===== config.mk =====
export PLATFORM = sky130hd
export DESIGN_NAME = sbc_bus_ctrl
export DESIGN_NICKNAME = d
export VERILOG_FILES = /design/src/rtl/sbc_bus_ctrl.sv
export SDC_FILE = /design/constraint.sdc
export NUM_CORES = 1
export LEC_CHECK = 0
export ABC_AREA = 1
export BUFFER_PORTS_ARGS = -buffer_cell sky130_fd_sc_hd__buf_2
export CORE_MARGIN = 2
export CORE_UTILIZATION = 46
export CTS_BUF_LIST = sky130_fd_sc_hd__clkbuf_4
export CTS_CLUSTER_DIAMETER = 120
export CTS_CLUSTER_SIZE = 8
export DETAILED_ROUTE_END_ITERATION = 8
export PLACE_DENSITY = 0.82
export SETUP_SLACK_MARGIN = 0.3
export SLEW_MARGIN = 20
export SYNTH_ARGS = -nofsm -noshare
export SYNTH_HDL_FRONTEND = slang
export SYNTH_SLANG_ARGS = --single-unit

===== constraint.sdc =====
create_clock -name fst_clk -period 1.7 [get_ports fst_clk]
set_clock_uncertainty 0.2 [all_clocks]
set_input_delay 0.425 -clock fst_clk [delete_from_list [all_inputs] [get_ports fst_clk]]
set_output_delay 0.425 -clock fst_clk [all_outputs]
set_load 0.02 [all_outputs]

===== src/rtl/sbc_bus_ctrl.sv =====
// sbc_bus_ctrl: base/mask region decoder, access sequencer and interrupt combiner between the 6502 core and its slaves.
// Latency: cpu_rdy 3+W cycles after cpu_req, where W is the region's wait-state count; cpu_irq_n lags the sources by one cycle.
// Backpressure: one access in flight; cpu_req is sampled only in IDLE (which includes the cpu_rdy cycle) and dropped otherwise.
// Optional: define SBC_BUS_IRQ_REG_EN to add the interrupt pending/enable register at IRQ_REG_ADDR.
module sbc_bus_ctrl #(
    parameter int                              ADDR_W       = 16,
    parameter int                              DATA_W       = 8,
    parameter int                              NUM_REGIONS  = 4,
    parameter logic [NUM_REGIONS*ADDR_W-1:0]   REGION_BASE  = {16'hC000, 16'h8000, 16'h4000, 16'h0000},
    parameter logic [NUM_REGIONS*ADDR_W-1:0]   REGION_MASK  = {16'hC000, 16'hFFFC, 16'hC000, 16'h8000},
    parameter logic [NUM_REGIONS*4-1:0]        REGION_WAIT  = {4'd0, 4'd2, 4'd0, 4'd0},
    parameter int                              NUM_IRQ      = 2,
    parameter logic [DATA_W-1:0]               OPEN_BUS     = 8'hFF,
    parameter logic [ADDR_W-1:0]               IRQ_REG_ADDR = 16'h7FF0
) (
    input  logic                          fst_clk,
    input  logic                          res_n,
    input  logic                          cpu_req,
    input  logic [ADDR_W-1:0]             cpu_addr,
    input  logic                          cpu_rw_n,
    input  logic [DATA_W-1:0]             cpu_dout,
    output logic [DATA_W-1:0]             cpu_din,
    output logic                          cpu_rdy,
    output logic                          cpu_irq_n,
    output logic [NUM_REGIONS-1:0]        sel_n,
    output logic                          rd_en,
    output logic                          wr_en,
    output logic [DATA_W-1:0]             wr_data,
    input  logic [NUM_REGIONS*DATA_W-1:0] rgn_dout,
    input  logic [NUM_IRQ-1:0]            irq_src_n
);

    localparam int IDX_W = (NUM_REGIONS > 1) ? $clog2(NUM_REGIONS) : 1;

    typedef enum logic [1:0] {IDLE, ACCESS, DONE} state_t;

    state_t             state;
    logic               acc_hit;
    logic               acc_rd;
    logic [IDX_W-1:0]   acc_idx;
    logic [3:0]         acc_cnt;

    logic               dec_hit;
    logic [IDX_W-1:0]   dec_idx;
    logic [3:0]         dec_wait;
    logic               req_hit;
    logic [3:0]         req_wait;
    logic [DATA_W-1:0]  rd_data;
    logic [NUM_IRQ-1:0] pending;
    logic [NUM_IRQ-1:0] irq_en;

    assign pending = ~irq_src_n;

`ifdef SBC_BUS_IRQ_REG_EN
    logic               acc_reg;
    logic [NUM_IRQ-1:0] irq_mask;
    logic               dec_reg;

    assign dec_reg = (cpu_addr == IRQ_REG_ADDR);
    assign irq_en  = irq_mask;
`else
    assign irq_en  = '1;
`endif

    // Region decode: scan from the top so the lowest-index hit is the one left standing
    always_comb begin
        dec_hit  = 1'b0;
        dec_idx  = '0;
        dec_wait = '0;
        for (int i = NUM_REGIONS - 1; i >= 0; i--) begin
            if ((cpu_addr & REGION_MASK[i*ADDR_W +: ADDR_W]) ==
                (REGION_BASE[i*ADDR_W +: ADDR_W] & REGION_MASK[i*ADDR_W +: ADDR_W])) begin
                dec_hit  = 1'b1;
                dec_idx  = IDX_W'(i);
                dec_wait = REGION_WAIT[i*4 +: 4];
            end
        end
    end

    // The internal register, when present, shadows every region and always runs with zero wait states
    always_comb begin
        req_hit  = dec_hit;
        req_wait = dec_wait;
`ifdef SBC_BUS_IRQ_REG_EN
        if (dec_reg) begin
            req_hit  = 1'b0;
            req_wait = 4'd0;
        end
`endif
    end

    // Read-back mux: selected slave slice, internal register, or the open-bus value
    always_comb begin
        rd_data = acc_hit ? rgn_dout[int'(acc_idx)*DATA_W +: DATA_W] : OPEN_BUS;
`ifdef SBC_BUS_IRQ_REG_EN
        if (acc_reg) begin
            rd_data = DATA_W'(pending);
        end
`endif
    end

    // Access sequencer: IDLE latches the request, ACCESS burns wait states, DONE returns data and pulses cpu_rdy
    always_ff @(posedge fst_clk) begin
        if (!res_n) begin
            state   <= IDLE;
            acc_hit <= 1'b0;
            acc_rd  <= 1'b0;
            acc_idx <= '0;
            acc_cnt <= 4'd0;
            sel_n   <= '1;
            rd_en   <= 1'b0;
            wr_en   <= 1'b0;
            wr_data <= '0;
            cpu_din <= '0;
            cpu_rdy <= 1'b0;
`ifdef SBC_BUS_IRQ_REG_EN
            acc_reg  <= 1'b0;
            irq_mask <= '1;
`endif
        end else begin
            cpu_rdy <= 1'b0;
            case (state)
                IDLE: begin
                    if (cpu_req) begin
                        state   <= ACCESS;
                        acc_hit <= req_hit;
                        acc_rd  <= cpu_rw_n;
                        acc_idx <= dec_idx;
                        acc_cnt <= req_wait;
                        wr_data <= cpu_dout;
                        sel_n   <= req_hit ? ~(NUM_REGIONS'(1) << dec_idx) : '1;
                        rd_en   <= req_hit & cpu_rw_n;
                        wr_en   <= req_hit & ~cpu_rw_n;
`ifdef SBC_BUS_IRQ_REG_EN
                        acc_reg <= dec_reg;
`endif
                    end
                end
                ACCESS: begin
                    // write strobe lives for the first ACCESS cycle only
                    wr_en <= 1'b0;
                    if (acc_cnt == 4'd0) begin
                        state <= DONE;
                    end else begin
                        acc_cnt <= acc_cnt - 4'd1;
                    end
                end
                DONE: begin
                    state   <= IDLE;
                    sel_n   <= '1;
                    rd_en   <= 1'b0;
                    cpu_rdy <= 1'b1;
                    if (acc_rd) begin
                        cpu_din <= rd_data;
                    end
`ifdef SBC_BUS_IRQ_REG_EN
                    if (acc_reg && !acc_rd) begin
                        irq_mask <= wr_data[NUM_IRQ-1:0];
                    end
`endif
                end
                default: state <= IDLE;
            endcase
        end
    end

    // Level-sensitive interrupt combine, registered once
    always_ff @(posedge fst_clk) begin
        if (!res_n) begin
            cpu_irq_n <= 1'b1;
        end else begin
            cpu_irq_n <= ~|(pending & irq_en);
        end
    end

endmodule


Word level (Yosys, flattened, before mapping)
Cells that the tools add are included.

storage, ports and cells
  output and inout port bits = 24
  bits of input ports = 62
  flip-flop bits (word level) = 34
  word-level logic and storage cells = 67

cells by class
  reductions and logical operators = 13
  bitwise operators = 5
  mux-type cells = 26
  $add $sub $neg = 1
  shift-type cells = 2
  equal/unequal tests = 8

operator list
  kind                  number
  $shiftx 32x6->8       1
  $mux 4                5
  $logic_not 16->1      1
  $mux 2                8
  $pmux 4 s2            2
  $eq 14x14->1 const B  1
  $reduce_and 2->1      5
  $mux 8                1
  $mux 1                7
  $ne 2x2->1 const B    3
  $eq 2x1->1 const B    2
  $eq 2x2->1 const B    2
  $logic_not 4->1       1
  $not 4->4             1
  $pmux 1 s2            2
  $pmux 2 s2            1
  $reduce_bool 2->1     2
  $shl 1x2->4 const A   1
  $sub 4x1->4 const B   1
  $reduce_and 3->1      1
  $and 1x1->1           2
  $logic_not 2->1       1
  $not 2->2             1
  $reduce_or 2->1       1
  other kinds (2)       2

Logic depth before layout (Yosys ltp)
  word-level depth = 10
  gate-level depth with buffers = 9
  depth with buffers taken out = 9

Worst setup path after synthesis
OpenSTA, ideal clock, no wires.

  path type = reg2reg
  start point = register acc_cnt[0]
  end point = register acc_cnt[1]
  period minus slack after synthesis = 1.321 ns
  data arrival time = 1.002 ns
  data required time = 1.381 ns
  library setup time = 0.119 ns
  cell stages (with the launch flop) = 9
  buffers on the path = 0
  slack = 0.379 ns
  cell sequence = dfxtp_1 -> inv_1 -> ha_1 -> nand3_1 -> nand2_1 -> nand2_4 -> inv_1 -> nor2_1 -> a21oi_1

between the ends
  longest elaborated chain between the ends = 3
  elaborated cells between the ends (all ways) = 6
  classes of those cells = add/sub: 1; eq/ne: 1; mux: 2; reduce/logical: 2

RTL lines
  what                                                   line      source
  start: declaration                                     41        logic [3:0] acc_cnt;
  start signal: assignment                               129       acc_cnt <= req_wait;
  start signal: assignment                               145       acc_cnt <= acc_cnt - 4'd1;
  $sub 4x1->4 / $logic_not 4->1 (equally long branches)  145, 142
  $mux 4 / $ne 2x2->1 (equally long branches)            n/a
  $pmux 4 s2 / $reduce_and 3->1 (equally long branches)  n/a

Several ways; a longest one is shown, not always the timed one. The select of a mux whose other input is x is not followed.
A chain may end at the register's enable or synchronous reset.

Worst setup path after layout
  start point = register cpu_din[6]
  end point = output port cpu_din[6]

RTL lines
  what                      line  source
  start: declaration        22    output logic [DATA_W-1:0] cpu_din,
  start signal: assignment  154   cpu_din <= rd_data;

No word-level cell between the ends.

==> qor.csv <==
stage,metric,value,unit
die,die_w,63.5,um
drt,ant_nets,0,
flow_run,maxCapViolations,0,
worst_setup_path,worstSetupPathType,reg2out,
synthesis,seq_area_frac_synth,41.8,%
clock_network,clock_path_buffers,2,
sta,period_minus_slack,1.46,ns
placed_design,gp_congestion,0.794,
run_status,status,completed,
worst_setup_path,crit_family,flip-flops,
layout,final_cell_mix,"59 x buf_2, 54 x nor2_1, 47 x nand2_1, 28 x buf_6, 27 x dfxtp_2",
sta,setup_viol,0,
clock_network,cts_tree,built,
drt,totalWireLength,4.63,mm
sta,timing.setup.tns,0,ns
layout,area_delta_synth_final,51.2,%
die,chipHeight,63.5,um
synthesis,synth_area_leader_cell,dfxtp_1,
worst_setup_path,slowest_stage,dfxtp_2,
sta,grt_setup_unrepaired,true,
synthesis,synth_top_area_share,41.8,%
synthesis,synth_cell_types,22,
layout,final_util,73.2,%
drt,viasPerCell,4.91,
clock_network,ctsHoldBuffers,0,
placed_design,dpl.hpwl,2.98,mm
layout,fillers,270,
worst_setup_path,crit_path_end_kind,output port,
die,core,3360,um^2
global_routing,grt_pass1_vias,1753,
layout,final_common_cell,buf_2,
layout,antenna_cells,0,
sta,tightest_slew,0.285,ns
sta,maxSlewViolCount,0,
layout,seqCellArea,718,um^2
worst_setup_path,crit_path_cell_trace,buf_6,
worst_setup_path,crit_buf_inv,1,
die,io-pin-count,86,
power,totalPowerFinal,1.90,mW
drt,drc,0,
sta,finalHoldViolCount,0,
global_routing,grt_overflow_total,0,
drt,wl_per_cell,12.1,um
worst_setup_path,worstPathArrival,0.83,ns
synthesis,syn_nets,303,
sta,max_freq,686,MHz
synthesis,ys_warn_count,0,
clock_network,clk_pin_slew,0.10,ns
placed_design,dpl.cell_count,366,
worst_setup_path,required,1.07,ns
layout,nets,397,
drt,drtIter0Drc,125,
synthesis,netlist_instances,240,
die,start_util,48.4,%
synthesis,synth_area_leaders,"dfxtp_1 42%, nor2_1 14%, nand2_1 12%",
global_routing,grt_use_total,22.4,%
synthesis,synth_area_per_cell,6.78,um^2
clock_network,cts_buffers,5,
global_routing,grt_pass1_wl,7.18,mm
power,powerDensity,771,nW/um^2
sta,slew_headroom,80.9,%
synthesis,synth_area,1630,um^2
worst_setup_path,start_kind,flop,
clock_network,cts_sinks,34,
layout,multi_input_area,860,um^2
worst_setup_path,slowest_delay,0.36,ns
power,p_leak,1.25,nW
worst_setup_path,rrSetupSlack,0.28,ns
placed_design,port_buffers,83,
drt,dr.pass1.iters,4,
drt,num_vias,1869,
global_routing,antenna_found_initial,0,
clock_network,cts_max_level,2,
clock_network,clock_latency,0.35,ns
die,core.rowCount,21,
layout,drive_gt1_share,47.2,%
layout,fin_cells,381,
die,die_area,4030,um^2
power,vdd_drop_max,0.000511,V
global_routing,grt_max_degree,20,
clock_network,cts_root_buf,clkbuf_4,
synthesis,synth_seq_cells,34,
sta,period_share,85.7,%
worst_setup_path,cp_max_fo,2,
min_path,hold_class,in2reg,
[through the flow]
stage / cell area (um^2) / setup slack [ns] / hold slack (ns)
3_5_place_dp: 2070 / 0.202 / 0.226
6_report: 2460 / 0.243 / 0.0562
5_1_grt: 2460 / 0.198 / 0.0574
3_3_place_gp: 2070 / 0.217 / 0.215
2_1_floorplan: 1630 / 0.379 / 0.239
4_1_cts: 2340 / 0.259 / 0.0537
[synth_stat cells]
library cell / n
ha_1: 1
nand2_2: 1
nand4_1: 2
o21ai_0: 18
nor2_2: 2
inv_1: 24
nor2_1: 59
nand2_1: 52
o22ai_1: 2
a22o_1: 1
o21ai_1: 1
inv_2: 3
o211ai_1: 8
nor3_1: 1
nor3_4: 1
nor2_4: 1
nand3_1: 17
nand2_4: 1
a21oi_1: 3
buf_6: 4
dfxtp_1: 34
buf_2: 4
[cells by family (layout without fill, tap and decap cells)]
group,after synthesis,in the layout,synth area share (%)
adders and majority gates,1,1,0.769
DFF,34,34,41.8
buffers and inverters,35,130,10.2
and+or+nand+nor,137,137,35.4
AOI/OAI and AO/OA,33,33,11.8
[area by class of cell]
type | count | share of cell area [%]
Sequential cell | 34 | 29.2
Inverter | 27 | 4.32
Clock inverter | 3 | 0.458
Tap cell | 46 | 2.34
Timing Repair Buffer | 95 | 27.2
Multi-Input combinational cell | 171 | 34.9
Clock buffer | 5 | 1.53
[state kept, by name (all words and copies together) (netlist names)]
signal and count:
cpu_din 8, wr_data 8, acc_cnt 4, sel_n 4, acc_idx 2, state 2, acc_hit 1, acc_rd 1
cpu_irq_n 1, cpu_rdy 1, rd_en 1, wr_en 1
[worst paths after layout]
kind              cells after the start                       to                    start
hold reg to reg                       2    sel_n[1]$_SDFFE_PN1P_    sel_n[1]$_SDFFE_PN1P_
setup reg to reg                      8  acc_cnt[2]$_SDFFE_PN0P_  acc_cnt[0]$_SDFFE_PN0P_
setup / recovery                      1               cpu_din[6]  cpu_din[6]$_SDFFE_PN0P_
hold / removal                        3     cpu_irq_n$_SDFF_PN1_             irq_src_n[1]
[metal layers]
layer | part of all wire [%] | GRT usage [%] | up-vias
li1 | - | - | 948
met5 | 0 | 0 | -
met2 | 48 | 39.3 | 87
met4 | 3.2 | 9.51 | 0
met3 | 7.9 | 6.79 | 14
met1 | 41 | 25.0 | 820
[report_power, final]
group | internal, mW | total [mW] | leakage (nW) | switching (mW)
Sequential | 0.866 | 0.907 | 0.287 | 0.0405
Combinational | 0.260 | 0.579 | 0.933 | 0.318
Clock | 0.147 | 0.412 | 0.0277 | 0.265
[repair_timing]
| action | 4_1_cts | 5_1_grt |
|---|---|---|
| pin swaps | 1 | 8 |
| setup buffers | 3 | 4 |
| endpoints found under the setup margin | 35 | 52 |
| resized for setup | 79 | 33 |
Power figures use the tool's default switching activity.
